==> config.mk <==
export PLATFORM = sky130hd
export DESIGN_NAME = decoder3_8_scan_flat
export DESIGN_NICKNAME = d
export VERILOG_FILES = /design/src/rtl/decoder3_8_scan_if.sv /design/src/rtl/decoder3_8_scan.sv /design/src/flat_wrapper.sv
export SDC_FILE = /design/constraint.sdc
export NUM_CORES = 1
export LEC_CHECK = 0
export CAP_MARGIN = 20
export CORE_MARGIN = 8
export CORE_UTILIZATION = 40
export CTS_CLUSTER_DIAMETER = 60
export DETAILED_ROUTE_END_ITERATION = 10
export DONT_BUFFER_PORTS = 1
export PLACE_DENSITY_LB_ADDON = 0.08
export SLEW_MARGIN = 20
export SYNTH_ARGS = -nofsm -noshare
export SYNTH_HDL_FRONTEND = slang
export SYNTH_SLANG_ARGS = --single-unit
==> constraint.sdc <==
create_clock -name clk -period 1.9 [get_ports clk]
set_clock_uncertainty 0.2 [all_clocks]
set_input_delay 0.38 -clock clk [delete_from_list [all_inputs] [get_ports clk]]
set_output_delay 0.38 -clock clk [all_outputs]
set_load 0.005 [all_outputs]
==> src/rtl/decoder3_8_scan_if.sv <==
// Handshake and output bundle for the registered 3-to-8 scan decoder.
// The slave side is the decoder; the master side is the controlling logic.
interface decoder3_8_scan_if;
  logic       E;
  logic [2:0] A;
  logic       in_valid;
  logic       in_ready;
  logic       scan_start;
  logic [7:0] Y;
  logic [2:0] code_o;
  logic       busy;
  logic       scan_done;

  modport slave (
    input  E, A, in_valid, scan_start,
    output in_ready, Y, code_o, busy, scan_done
  );

  modport master (
    output E, A, in_valid, scan_start,
    input  in_ready, Y, code_o, busy, scan_done
  );
endinterface

==> src/rtl/decoder3_8_scan.sv <==
// Registered 3-to-8 decoder with active-low outputs: holds a directly decoded
// line for HOLD cycles, or scans lines 0..7 for DWELL cycles each.
module decoder3_8_scan #(
  parameter int unsigned HOLD  = 4,
  parameter int unsigned DWELL = 4
) (
  input  logic                clk,
  input  logic                rst,
  decoder3_8_scan_if.slave    bus
);

  localparam int unsigned MAXC = (HOLD > DWELL) ? HOLD : DWELL;
  localparam int unsigned CW   = $clog2(MAXC + 1);

  typedef enum logic [1:0] {
    ST_IDLE = 2'd0,
    ST_HOLD = 2'd1,
    ST_SCAN = 2'd2
  } state_t;

  state_t          r_state;
  logic [CW-1:0]   r_cnt;
  logic [7:0]      r_y;
  logic [2:0]      r_code;
  logic            r_busy;
  logic            r_done;

  state_t          w_state_next;
  logic [CW-1:0]   w_cnt_next;
  logic [7:0]      w_y_next;
  logic [2:0]      w_code_next;
  logic            w_busy_next;
  logic            w_done_next;

  always_ff @(posedge clk) begin
    if (rst) begin
      r_state <= ST_IDLE;
      r_cnt   <= '0;
      r_y     <= 8'hFF;
      r_code  <= 3'd0;
      r_busy  <= 1'b0;
      r_done  <= 1'b0;
    end else begin
      r_state <= w_state_next;
      r_cnt   <= w_cnt_next;
      r_y     <= w_y_next;
      r_code  <= w_code_next;
      r_busy  <= w_busy_next;
      r_done  <= w_done_next;
    end
  end

  always_comb begin
    w_state_next = r_state;
    w_cnt_next   = r_cnt;
    w_y_next     = r_y;
    w_code_next  = r_code;
    w_busy_next  = r_busy;
    w_done_next  = 1'b0;

    if (bus.E) begin
      // Disable aborts whatever is in flight and never reports a scan as done.
      w_state_next = ST_IDLE;
      w_cnt_next   = '0;
      w_y_next     = 8'hFF;
      w_code_next  = 3'd0;
      w_busy_next  = 1'b0;
    end else begin
      case (r_state)
        ST_IDLE: begin
          if (bus.in_valid) begin
            w_state_next = ST_HOLD;
            w_cnt_next   = CW'(HOLD - 1);
            w_y_next     = ~(8'b1 << bus.A);
            w_code_next  = bus.A;
            w_busy_next  = 1'b1;
          end else if (bus.scan_start) begin
            w_state_next = ST_SCAN;
            w_cnt_next   = CW'(DWELL - 1);
            w_y_next     = 8'hFE;
            w_code_next  = 3'd0;
            w_busy_next  = 1'b1;
          end
        end
        ST_HOLD: begin
          if (r_cnt == '0) begin
            w_state_next = ST_IDLE;
            w_y_next     = 8'hFF;
            w_code_next  = 3'd0;
            w_busy_next  = 1'b0;
          end else begin
            w_cnt_next = r_cnt - CW'(1);
          end
        end
        ST_SCAN: begin
          if (r_cnt != '0) begin
            w_cnt_next = r_cnt - CW'(1);
          end else if (r_code == 3'd7) begin
            w_state_next = ST_IDLE;
            w_y_next     = 8'hFF;
            w_code_next  = 3'd0;
            w_busy_next  = 1'b0;
            w_done_next  = 1'b1;
          end else begin
            // Move the single low bit up one line with no idle gap.
            w_cnt_next  = CW'(DWELL - 1);
            w_y_next    = {r_y[6:0], 1'b1};
            w_code_next = r_code + 3'd1;
          end
        end
        default: begin
          w_state_next = ST_IDLE;
          w_cnt_next   = '0;
          w_y_next     = 8'hFF;
          w_code_next  = 3'd0;
          w_busy_next  = 1'b0;
        end
      endcase
    end
  end

  assign bus.in_ready  = (r_state == ST_IDLE) & ~bus.E;
  assign bus.Y         = r_y;
  assign bus.code_o    = r_code;
  assign bus.busy      = r_busy;
  assign bus.scan_done = r_done;

endmodule

==> src/flat_wrapper.sv <==
// flat-port wrapper written by rule: the top's interface ports become plain ports
module decoder3_8_scan_flat 
#(
  parameter int unsigned HOLD  = 4,
  parameter int unsigned DWELL = 4
)
  (clk, rst, bus_E, bus_A, bus_in_valid, bus_scan_start, bus_in_ready, bus_Y, bus_code_o, bus_busy, bus_scan_done);
  decoder3_8_scan_if bus_i ();
  input  logic clk;
  input  logic rst;
  input wire logic [$bits(bus_i.E)-1:0] bus_E;
  input wire logic [$bits(bus_i.A)-1:0] bus_A;
  input wire logic [$bits(bus_i.in_valid)-1:0] bus_in_valid;
  input wire logic [$bits(bus_i.scan_start)-1:0] bus_scan_start;
  output wire logic [$bits(bus_i.in_ready)-1:0] bus_in_ready;
  output wire logic [$bits(bus_i.Y)-1:0] bus_Y;
  output wire logic [$bits(bus_i.code_o)-1:0] bus_code_o;
  output wire logic [$bits(bus_i.busy)-1:0] bus_busy;
  output wire logic [$bits(bus_i.scan_done)-1:0] bus_scan_done;
  assign bus_i.E = bus_E;
  assign bus_i.A = bus_A;
  assign bus_i.in_valid = bus_in_valid;
  assign bus_i.scan_start = bus_scan_start;
  assign bus_in_ready = bus_i.in_ready;
  assign bus_Y = bus_i.Y;
  assign bus_code_o = bus_i.code_o;
  assign bus_busy = bus_i.busy;
  assign bus_scan_done = bus_i.scan_done;
  decoder3_8_scan #(.HOLD(HOLD), .DWELL(DWELL)) u_core (.clk(clk), .rst(rst), .bus(bus_i));
endmodule
Word-level counts from Yosys, hierarchy flattened
Cells that the tools add are included.

storage, ports and cells
  flip-flop bits (word level) = 18
  bits of input ports = 8
  output and inout port bits = 14
  word-level logic and storage cells = 61

operators by class
  add/subtract/negate cells = 2
  eq/ne operators = 9
  shift-type cells = 1
  muxes and demuxes = 31
  bitwise logic cells = 4
  reduce and logical (&&, ||, !) cells = 8

operators by type and width
  operator                                                               count
  8-bit 2-to-1 mux                                                       5
  3-bit 2-to-1 mux                                                       10
  8-bit one-hot mux with 3 select lines                                  1
  3-bit one-hot mux with 3 select lines                                  2
  2-bit 2-to-1 mux                                                       5
  8-bit NOT                                                              1
  1-bit by 3-bit << shifter with 8-bit output, first input constant      1
  1-bit 2-to-1 mux                                                       6
  2-bit one-hot mux with 3 select lines                                  1
  3-bit AND reduction                                                    2
  2-bit by 1-bit != test with 1-bit output, second input constant        2
  2-bit != test, second input constant                                   2
  4-bit AND reduction                                                    1
  4-bit OR reduction                                                     1
  3-bit by 1-bit adder with 3-bit output, second input constant          1
  3-bit equality test, second input constant                             1
  3-bit zero test                                                        1
  3-bit by 2-bit != test with 1-bit output, second input constant        1
  3-bit != test, second input constant                                   1
  1-bit one-hot mux with 3 select lines                                  1
  3-bit nonzero test                                                     1
  3-bit by 1-bit subtractor with 3-bit output, second input constant     1
  2-bit by 1-bit equality test with 1-bit output, second input constant  1
  2-bit equality test, second input constant                             1
  4 further kinds                                                        5

Longest topological paths before layout
Gate-level depths: netlist of the first run.

  word-level depth = 4
  mapped depth = 7
  mapped depth without buffers = 6

Least setup slack after synthesis of the first run
OpenSTA, ideal clock, no wires.

  kind = register to register
  start = reg u_core.r_code[0], in the netlist u_core.bus.code_o[0]
  end = reg u_core.r_y[1], in the netlist u_core.bus.Y[1]
  setup time = 129 ps
  arrival = 1395 ps
  required time = 1571 ps
  slack = 176 ps
  cell stages (with the launch flop) = 7
  buffers on the path = 1
  period minus slack after synthesis = 1724 ps
  cells stage by stage = dfxtp_1 ha_1 ha_1 or2_2 clkbuf_1 o22ai_1 o211ai_1

on the way
  cells in the longest elaborated chain, start to end = 4

RTL lines
  element                                RTL line               RTL
  start, declared                        decoder3_8_scan.sv:24  logic [2:0] r_code;
  start signal, assigned                 decoder3_8_scan.sv:47  r_code <= w_code_next;
  3-bit equality test                    decoder3_8_scan.sv:98  end else if (r_code == 3'd7) begin
  8-bit 2-to-1 mux                       decoder3_8_scan.sv:98
  8-bit 2-to-1 mux                       decoder3_8_scan.sv:96  if (r_cnt != '0) begin
  8-bit one-hot mux with 3 select lines  decoder3_8_scan.sv:69  case (r_state)
  end signal, assigned                   decoder3_8_scan.sv:46  r_y <= w_y_next;
  end, declared                          decoder3_8_scan.sv:23  logic [7:0] r_y;

Every way passes these cells. The select of a mux whose other input is x is not followed.
A chain may end at the register's enable or synchronous reset.

Worst setup path after layout of the first run
  start = reg u_core.r_state[1]
  end = out bus_in_ready

on the way
  cells in the longest elaborated chain, start to end = 2

RTL lines
  element                 RTL line                RTL
  start, declared         decoder3_8_scan.sv:21   state_t r_state;
  start signal, assigned  decoder3_8_scan.sv:44   r_state <= w_state_next;
  2-bit zero test         decoder3_8_scan.sv:122  assign bus.in_ready = (r_state == ST_IDLE) & ~bus.E;
  1-bit AND               decoder3_8_scan.sv:122
  end, declared           flat_wrapper.sv:15      output wire logic [$bits(bus_i.in_ready)-1:0] bus_in_ready;

Every way passes these cells.

==> reports/qor.csv, run 1 <==
stage,metric,value,unit
outcome,outcome,"complete, no violations",
sta,tightestPinTransition,495,ps
cells_and_area,seq_area,360,um2
placement,dp_hpwl,1830,um
die,row_count,18,
sta,maxSlewHeadroom,66.9,%
pwr,power_frac_comb,17.3,%
global_routing,grt-ovfl-total,0,
pwr,p_per_area,728,nW/um2
route,highest_layer,met4,
route,first_pass_iters,4,
synthesis,ys_seq_elements,18,
die,boundaryPins,22,
worst_setup_path,cp-start-kind,flop,
die,core_area,2430,um2
sta,setup_viol,0,
cells_and_area,multi_input_area,589,um2
hold_path,hp-start,bus_in_valid,
sta,fin_crit,1800,ps
global_routing,grt_pass1_vias,853,
route,drt-met1-wl,1090,um
die,initial_core_util,41.5,%
route,num_vias,891,
clock_network,htreeDepth,1,
sta,slew_violations,0,
route,drc,0,
worst_setup_path,path_class,reg -> out,
synthesis,synth_seq_area_share,35.7,%
sta,timing.hold.ws,18.0,ps
cells_and_area,final_core_util,44.2,%
clock_network,root_buffer,clkbuf_4,
sta,min_period_over_period,94.9,%
global_routing,grt_pass1_wl,4060,um
pwr,p_seq_share,52.4,%
cells_and_area,drive_above_1_share,13.2,%
die,die_w,66.2,um
clock_network,post_cts.repair.setup_buffers,0,
cells_and_area,n_fill_cell,257,
cells_and_area,nets,135,
hold_path,hold_path_class,in -> reg,
route,met3_length,249,um
die,die_height,66.2,um
route,routed-wl-met2,1040,um
worst_setup_path,path_max_fanout,14,
route,drtIter0Drc,41,
clock_network,numCtsBuffers,3,
placement,globalplace.congestion,0.838,
pwr,p_leak,0.376,nW
worst_setup_path,end_kind,output port,
sta,clock.fmax,0.555,GHz
worst_setup_path,crit_start,u_core.r_state[1],
worst_setup_path,r2r_start,u_core.bus.code_o[0],
global_routing,track_usage,11.8,%
cells_and_area,num_antenna_cells,0,
run,maxCapViolCount,0,
sta,rsz0062_at_grt,false,
clock_network,clkTransAtPathRegs,110,ps
synthesis,synth.avg_cell_area,8.40,um2
worst_setup_path,arrival,1220,ps
synthesis,synth_cells,120,
clock_network,clockBufferDepth,2,
clock_network,cts_tree,yes,
global_routing,grt_max_degree,22,
die,dieArea,4380,um2
pwr,switchingPower,0.216,mW
cells_and_area,syn_to_final_growth,6.70,%
synthesis,syn_area,1010,um2
pwr,p_int,0.568,mW
synthesis,yosysWarnings,0,
placement,port_buffers,0,
pwr,pwr-share-clk,30.4,%
pwr,ir_worst_vdd,0.000337,V
clock_network,cts.sinks,18,
synthesis,ys_types,33,
synthesis,syn-num-nets,133,
global_routing,antenna_found_initial,0,
clock_network,clock_latency,290,ps
pwr,swShare,27.6,%
route,antenna_left,0,
route,wl,2400,um
route,via_per_inst,5.90,
worst_setup_path,worstPathRequired,1320,ps
sta,hold_viol,0,
route,wl_per_cell,15.9,um
synth_stat cells:
cell type,instances,share of area [%]
buf_6,3,3.3
clkbuf_1,4,1.5
nor3b_1,2,1.5
o211a_1,1,0.99
a21oi_1,7,3.5
o22ai_1,3,1.9
xnor2_1,1,0.87
or3b_2,1,0.87
dfxtp_1,18,36
o21ai_2,1,0.87
inv_1,2,0.74
nor2b_1,1,0.62
o2111ai_1,2,1.7
buf_2,2,0.99
o31ai_1,6,4.5
o22a_1,1,0.87
nand4bb_1,1,1.1
nand4_1,1,0.62
nand3_1,5,2.5
nand2_1,17,6.3
o211a_2,1,0.99
o211ai_1,7,5.2
or3_1,2,1.2
or4_4,1,1.1
nand3b_1,1,0.74
nor3_1,2,0.99
o32ai_1,4,3.5
nor2_1,6,2.2
nand2b_1,2,1.2
o21ai_0,7,3.5
ha_1,5,6.2
a2bb2oi_1,1,0.87
or2_2,2,1.2
path summary, 6_finish.rpt:
kind / end / slack, ps / depth (start not counted)
max: bus_in_ready / 100 / 2
min: u_core.r_state[0] / 20 / 1
max reg2reg: u_core.bus.Y[7] / 110 / 5
min reg2reg: u_core.bus.Y[7] / 320 / 2
layout make-up:
class                           count  share of cell area, %
Inverter                            2                  0.698
Multi-Input combinational cell     91                   54.8
Sequential cell                    18                   33.5
Timing Repair Buffer                6                   4.19
Tap cell                           30                   3.49
Clock buffer                        4                   3.37
layer usage:
metal / global-route usage, % / up-vias
li1: - / 455
met5: 0 / -
met1: 14.7 / 413
met3: 5.42 / 2
met4: 5.60 / 0
met2: 16.5 / 21
sequential cells by signal, summed over array words and instances, names as in the netlist:
register              flops
u_core.bus.code_o         3
u_core.bus.busy           1
u_core.bus.scan_done      1
u_core.r_state            2
u_core.r_cnt              3
u_core.bus.Y              8
worst max-delay path, cell delays in order, from the launching register on:
cell and delay (ps):
dfxtp_1 430, buf_4 230, nor3_1 270
logic make-up (layout without fill, tap and decap cells):
| group | after synthesis | after routing | share of synthesized area, % |
|---|---|---|---|
| AO/OA/AOI/OAI | 41 | 41 | 28.3 |
| XOR/XNOR | 1 | 1 | 0.869 |
| adder cells (fa/ha/maj) | 5 | 5 | 6.20 |
| buffers and inverters | 11 | 12 | 6.58 |
| flip-flops | 18 | 18 | 35.7 |
| AND/OR/NAND/NOR | 44 | 44 | 22.3 |
timing repair:
action                                  4_1_cts  5_1_grt
gates resized for setup                       1        0
hold buffers                                  0        0
endpoints found under the setup margin       11        0
metrics by stage:
step	cells	instance area [um2]	worst slack, ps	TNS [ps]	power (mW)
3_5_place_dp	147	1030	-20.8	-125	0.552
4_1_cts	151	1080	77.7	0	0.798
2_1_floorplan	120	1010	176	0	0.526
5_1_grt	151	1080	10.1	0	0.828
6_report	151	1080	97.3	0	0.784
3_3_place_gp	147	1030	22.8	0	0.551
cells in the final DEF (no fill, tap or decap), drive strengths merged, types with 3 or more instances in the layout:
cell type / count
buf: 6
nand2: 17
nand3: 5
nor2: 6
clkbuf: 4
ha: 5
dfxtp: 18
o31ai: 6
o22ai: 3
o211ai: 7
o21ai: 8
a21oi: 7
o32ai: 4
power groups by stage:
stage / combinational (mW) / sequential, mW / clock, mW
floorplan: 0.112 / 0.414 / 0
global placement: 0.131 / 0.419 / 0
detailed placement: 0.132 / 0.420 / 0
CTS: 0.136 / 0.411 / 0.251
global route: 0.152 / 0.414 / 0.262
finish: 0.135 / 0.411 / 0.238
No activity file was read; power rests on OpenSTA's default activity.
==> run 2, diff against run 1 <==
CORE_MARGIN = 2   (was 8)
==> reports/qor.csv, run 2 (same netlist as run 1, synthesis figures left out) <==
stage,metric,value,unit
outcome,outcome,"complete, no violations",
route,num_vias,911,
route,wl,2270,um
worst_setup_path,path_class,reg -> reg,
cells_and_area,num_antenna_cells,0,
sta,setup_viol,0,
sta,finalSetupTns,0,ps
cells_and_area,nets,136,
sta,rsz0062_at_grt,false,
die,die_height,54.2,um
sta,min_period_over_period,94.6,%
clock_network,root_buffer,clkbuf_4,
hold_path,whs_path_depth,1,
worst_setup_path,reg2regPathDepth,5,
die,core_area,2430,um2
sta,maxSlewHeadroom,67.3,%
worst_setup_path,worstPathCellList,ha_1 > ha_1 > or2_2 > o22ai_1 > o211ai_1,
global_routing,grt_max_degree,22,
cells_and_area,final_cell_mix,"18 x dfxtp_1, 17 x nand2_1",
sta,setup_slack,103,ps
clock_network,cts.sinks,18,
cells_and_area,final_common_cell,dfxtp_1,
sta,slew_violations,0,
route,first_pass_iters,4,
route,drc,0,
worst_setup_path,crit_start,u_core.bus.code_o[0],
die,dieArea,2940,um2
placement,dp_hpwl,1670,um
cells_and_area,drive_above_1_share,13.2,%
worst_setup_path,slowest_delay,370,ps
global_routing,grt_pass1_wl,3790,um
placement,port_buffers,0,
sta,clock.fmax,0.557,GHz
clock_network,clock_latency,290,ps
cells_and_area,syn_to_final_growth,6.08,%
worst_setup_path,cp_common_cell,ha_1,
pwr,ir_worst_vdd,0.000557,V
pwr,p_leak,0.375,nW
clock_network,htreeDepth,1,
clock_network,numCtsBuffers,3,
pwr,finalPower,0.737,mW
cells_and_area,largest_reg_flops,8,
worst_setup_path,r2r_start,u_core.bus.code_o[0],
clock_network,cts_tree,yes,
worst_setup_path,end_kind,flop,
clock_network,clockBufferDepth,2,
die,die_w,54.2,um
clock_network,clkTransAtPathRegs,100,ps
route,antenna_left,0,
worst_setup_path,cp_slowest_cell,dfxtp_1,
cells_and_area,stdcell_count,151,
hold_path,hp-start,bus_in_valid,
die,initial_core_util,41.5,%
clock_network,post_cts.repair.setup_buffers,0,
sta,tightestPinTransition,488,ps
worst_setup_path,arrival,1770,ps
placement,pre_cts_ws,-16.0,ps
route,via_per_inst,6.03,
sta,fin_crit,1800,ps
die,row_count,18,
run,maxCapViolCount,0,
hold_path,hold_path_class,in -> reg,
placement,dp_cells,148,
global_routing,track_usage,18.0,%
sta,hold_viol,0,
global_routing,grt-ovfl-total,0,
die,boundaryPins,22,
placement,globalplace.congestion,0.783,
worst_setup_path,worstPathRequired,1880,ps
worst_setup_path,path_max_fanout,7,
route,wl_per_cell,15.0,um
worst_setup_path,cp-start-kind,flop,
global_routing,grt_pass1_vias,830,
pwr,p_per_area,689,nW/um2
global_routing,antenna_found_initial,0,
route,drtIter0Drc,20,
run 2: cell types whose count changed in the layout (fill, tap and decap cells not counted):
| cell | delta |
|---|---|
| buf_4 | +1 |
| clkbuf_8 | -1 |
run 2: repair_timing:
item / in CTS / in global routing
gates cloned: 0 / 0
pin swaps: 0 / 1
endpoints found under the setup margin: 11 / 1
resized for setup: 1 / 0
hold buffers: 0 / 0
run 2: through the flow:
| step | hold slack, ps | instance area, um2 | util (%) |
|---|---|---|---|
| after detailed placement | 306 | 1040 | 42.7 |
| after global routing | 3.37 | 1070 | 44.0 |
| final | 18.9 | 1070 | 44.0 |
| after global placement | 298 | 1040 | 42.7 |
| after CTS | 12.7 | 1070 | 44.0 |
| after floorplan | 270 | 1010 | - |
run 2: area by class of cell:
type / count / area [um2]
fillers: 268 / 1360
multi-input cells: 91 / 589
flip-flops and latches: 18 / 360
repair buffers: 7 / 52.6
well taps: 30 / 37.5
clock buffers: 3 / 22.5
inverters: 2 / 7.51
run 2: path summary, 6_finish.rpt:
kind	slack [ps]	end
setup / recovery	100	u_core.bus.Y[1]
hold / removal	20	u_core.r_state[0]
setup reg to reg	100	u_core.bus.Y[1]
hold reg to reg	310	u_core.bus.Y[7]
run 2: routing by layer:
| layer | up-vias | wire (um) | track usage, % |
|---|---|---|---|
| met5 | - | 0 | 0 |
| met4 | 0 | 17 | 5.00 |
| met1 | 429 | 1080 | 24.0 |
| met2 | 23 | 979 | 26.1 |
| met3 | 4 | 186 | 8.20 |
| li1 | 455 | - | - |
run 2: power by group:
group          internal [mW]  switching, mW  leakage (nW)
registers              0.394         0.0154         0.147
clock network         0.0738          0.116        0.0138
logic                 0.0581         0.0796         0.214
run 2: critical path: cells and delay by family (launching register included):
kind	cells	cell delay (ps)
flops	1	370
simple gates	1	370
fa+ha+maj	2	450
compound gates	2	290
==> run 3, diff against run 2 <==
MAX_ROUTING_LAYER = met4   (was not set)
==> reports/qor.csv, run 3 (same netlist as run 1, synthesis figures left out) <==
stage,metric,value,unit
outcome,outcome,"complete, no violations",
worst_setup_path,worstPathCellList,ha_1 > ha_1 > or2_2 > o22ai_1 > o211ai_1,
cells_and_area,drive_above_1_share,13.2,%
hold_path,hold_path_class,in -> reg,
sta,setup_viol,0,
sta,rsz0062_at_grt,false,
sta,slew_violations,0,
clock_network,htreeDepth,1,
clock_network,cts_tree,yes,
worst_setup_path,worstPathRequired,1880,ps
worst_setup_path,path_class,reg -> reg,
cells_and_area,syn_to_final_growth,6.08,%
cells_and_area,largest_reg_flops,8,
global_routing,grt_busiest_layer,met2,
sta,fin_crit,1800,ps
sta,clock.fmax,0.554,GHz
route,via_per_inst,5.97,
clock_network,cts.sinks,18,
route,drtIter0Drc,18,
placement,dp_cells,148,
global_routing,met3_usage,7.92,%
cells_and_area,final_common_cell,dfxtp_1,
global_routing,antenna_found_initial,0,
clock_network,root_buffer,clkbuf_4,
clock_network,clock_latency,290,ps
route,wl,2260,um
sta,tightestPinTransition,493,ps
worst_setup_path,end_kind,flop,
worst_setup_path,path_max_fanout,7,
sta,min_period_over_period,94.9,%
worst_setup_path,cp-start-kind,flop,
placement,dp_hpwl,1670,um
cells_and_area,nets,136,
clock_network,clockBufferDepth,2,
route,num_vias,901,
die,dieArea,2940,um2
pwr,p_leak,0.375,nW
worst_setup_path,cp_slowest_cell,or2_2,
worst_setup_path,cp_common_cell,ha_1,
clock_network,numCtsBuffers,3,
sta,timing.hold.ws,17.5,ps
cells_and_area,final_cell_mix,"18 x dfxtp_1, 17 x nand2_1",
die,boundaryPins,22,
run,maxCapViolCount,0,
sta,hold_viol,0,
worst_setup_path,slowest_delay,380,ps
die,core_area,2430,um2
cells_and_area,num_antenna_cells,0,
global_routing,grt_pass1_wl,3800,um
die,row_count,18,
placement,globalplace.congestion,0.794,
placement,port_buffers,0,
global_routing,met1_usage,24.2,%
sta,maxSlewHeadroom,67.0,%
cells_and_area,stdcell_count,151,
placement,pre_cts_ws,-16.0,ps
worst_setup_path,cp.buffers_inverters,0,
clock_network,cts_hold_buffers,0,
global_routing,track_usage,18.5,%
global_routing,grt_max_degree,22,
global_routing,use_met2,26.1,%
sta,setup_slack,96.5,ps
route,drc,0,
die,die_height,54.2,um
global_routing,grt_pass1_vias,823,
pwr,p_per_area,689,nW/um2
clock_network,clkTransAtPathRegs,100,ps
sta,finalSetupTns,0,ps
clock_network,post_cts.repair.setup_buffers,0,
route,first_pass_iters,4,
worst_setup_path,path_delay_family,adder cells,
route,wl_per_cell,15.0,um
cells_and_area,final_core_util,44.0,%
die,initial_core_util,41.5,%
die,die_w,54.2,um
worst_setup_path,arrival,1780,ps
pwr,ir_worst_vdd,0.000560,V
global_routing,grt-ovfl-total,0,
route,antenna_left,0,
[run 3: cell counts in the layout (fill, tap and decap cells not counted)]
Identical to the previous run, type by type.
[run 3: per-layer routing]
layer / share of wire [%] / up-vias
li1: - / 457
met1: 48 / 416
met2: 43 / 24
met3: 7.8 / 4
met4: 0.75 / 0
met5: 0 / -
[run 3: worst register-to-register path, cell delays in order (launching register included)]
cell      delay, ps
dfxtp_1         370
ha_1            240
ha_1            220
or2_2           380
o22ai_1         180
o211ai_1        110
[run 3: repair_timing]
| action | 4_1_cts | 5_1_grt |
|---|---|---|
| gates resized for setup | 1 | 0 |
| endpoints found under the setup margin | 11 | 1 |
| pin swaps | 0 | 1 |
[run 3: cell type report]
type	count	area (um2)
clock buffer	3	22.5
multi-input combinational	91	589
fill	268	1360
tap	30	37.5
sequential	18	360
timing repair buffer	7	52.6
inverter	2	7.51
[run 3: final timing paths]
| check | from | endpoint | slack, ps | cells past startpoint |
|---|---|---|---|---|
| min | bus_in_valid | u_core.r_state[0] | 20 | 1 |
| max | u_core.bus.code_o[0] | u_core.bus.Y[1] | 100 | 5 |
| max reg2reg | u_core.bus.code_o[0] | u_core.bus.Y[1] | 100 | 5 |
| min reg2reg | u_core.bus.Y[7] | u_core.bus.Y[7] | 310 | 2 |
[run 3: metrics by stage]
stage	total power [mW]	instance area (um2)
5_1_grt	0.784	1070
3_3_place_gp	0.551	1040
6_report	0.737	1070
3_5_place_dp	0.552	1040
4_1_cts	0.745	1070
2_1_floorplan	0.526	1010
[run 3: where the power goes]
group	internal [mW]	switching (mW)	total (mW)
combinational	0.0581	0.0795	0.138
clock	0.0739	0.116	0.190
sequential	0.394	0.0155	0.409
total	0.526	0.211	0.737
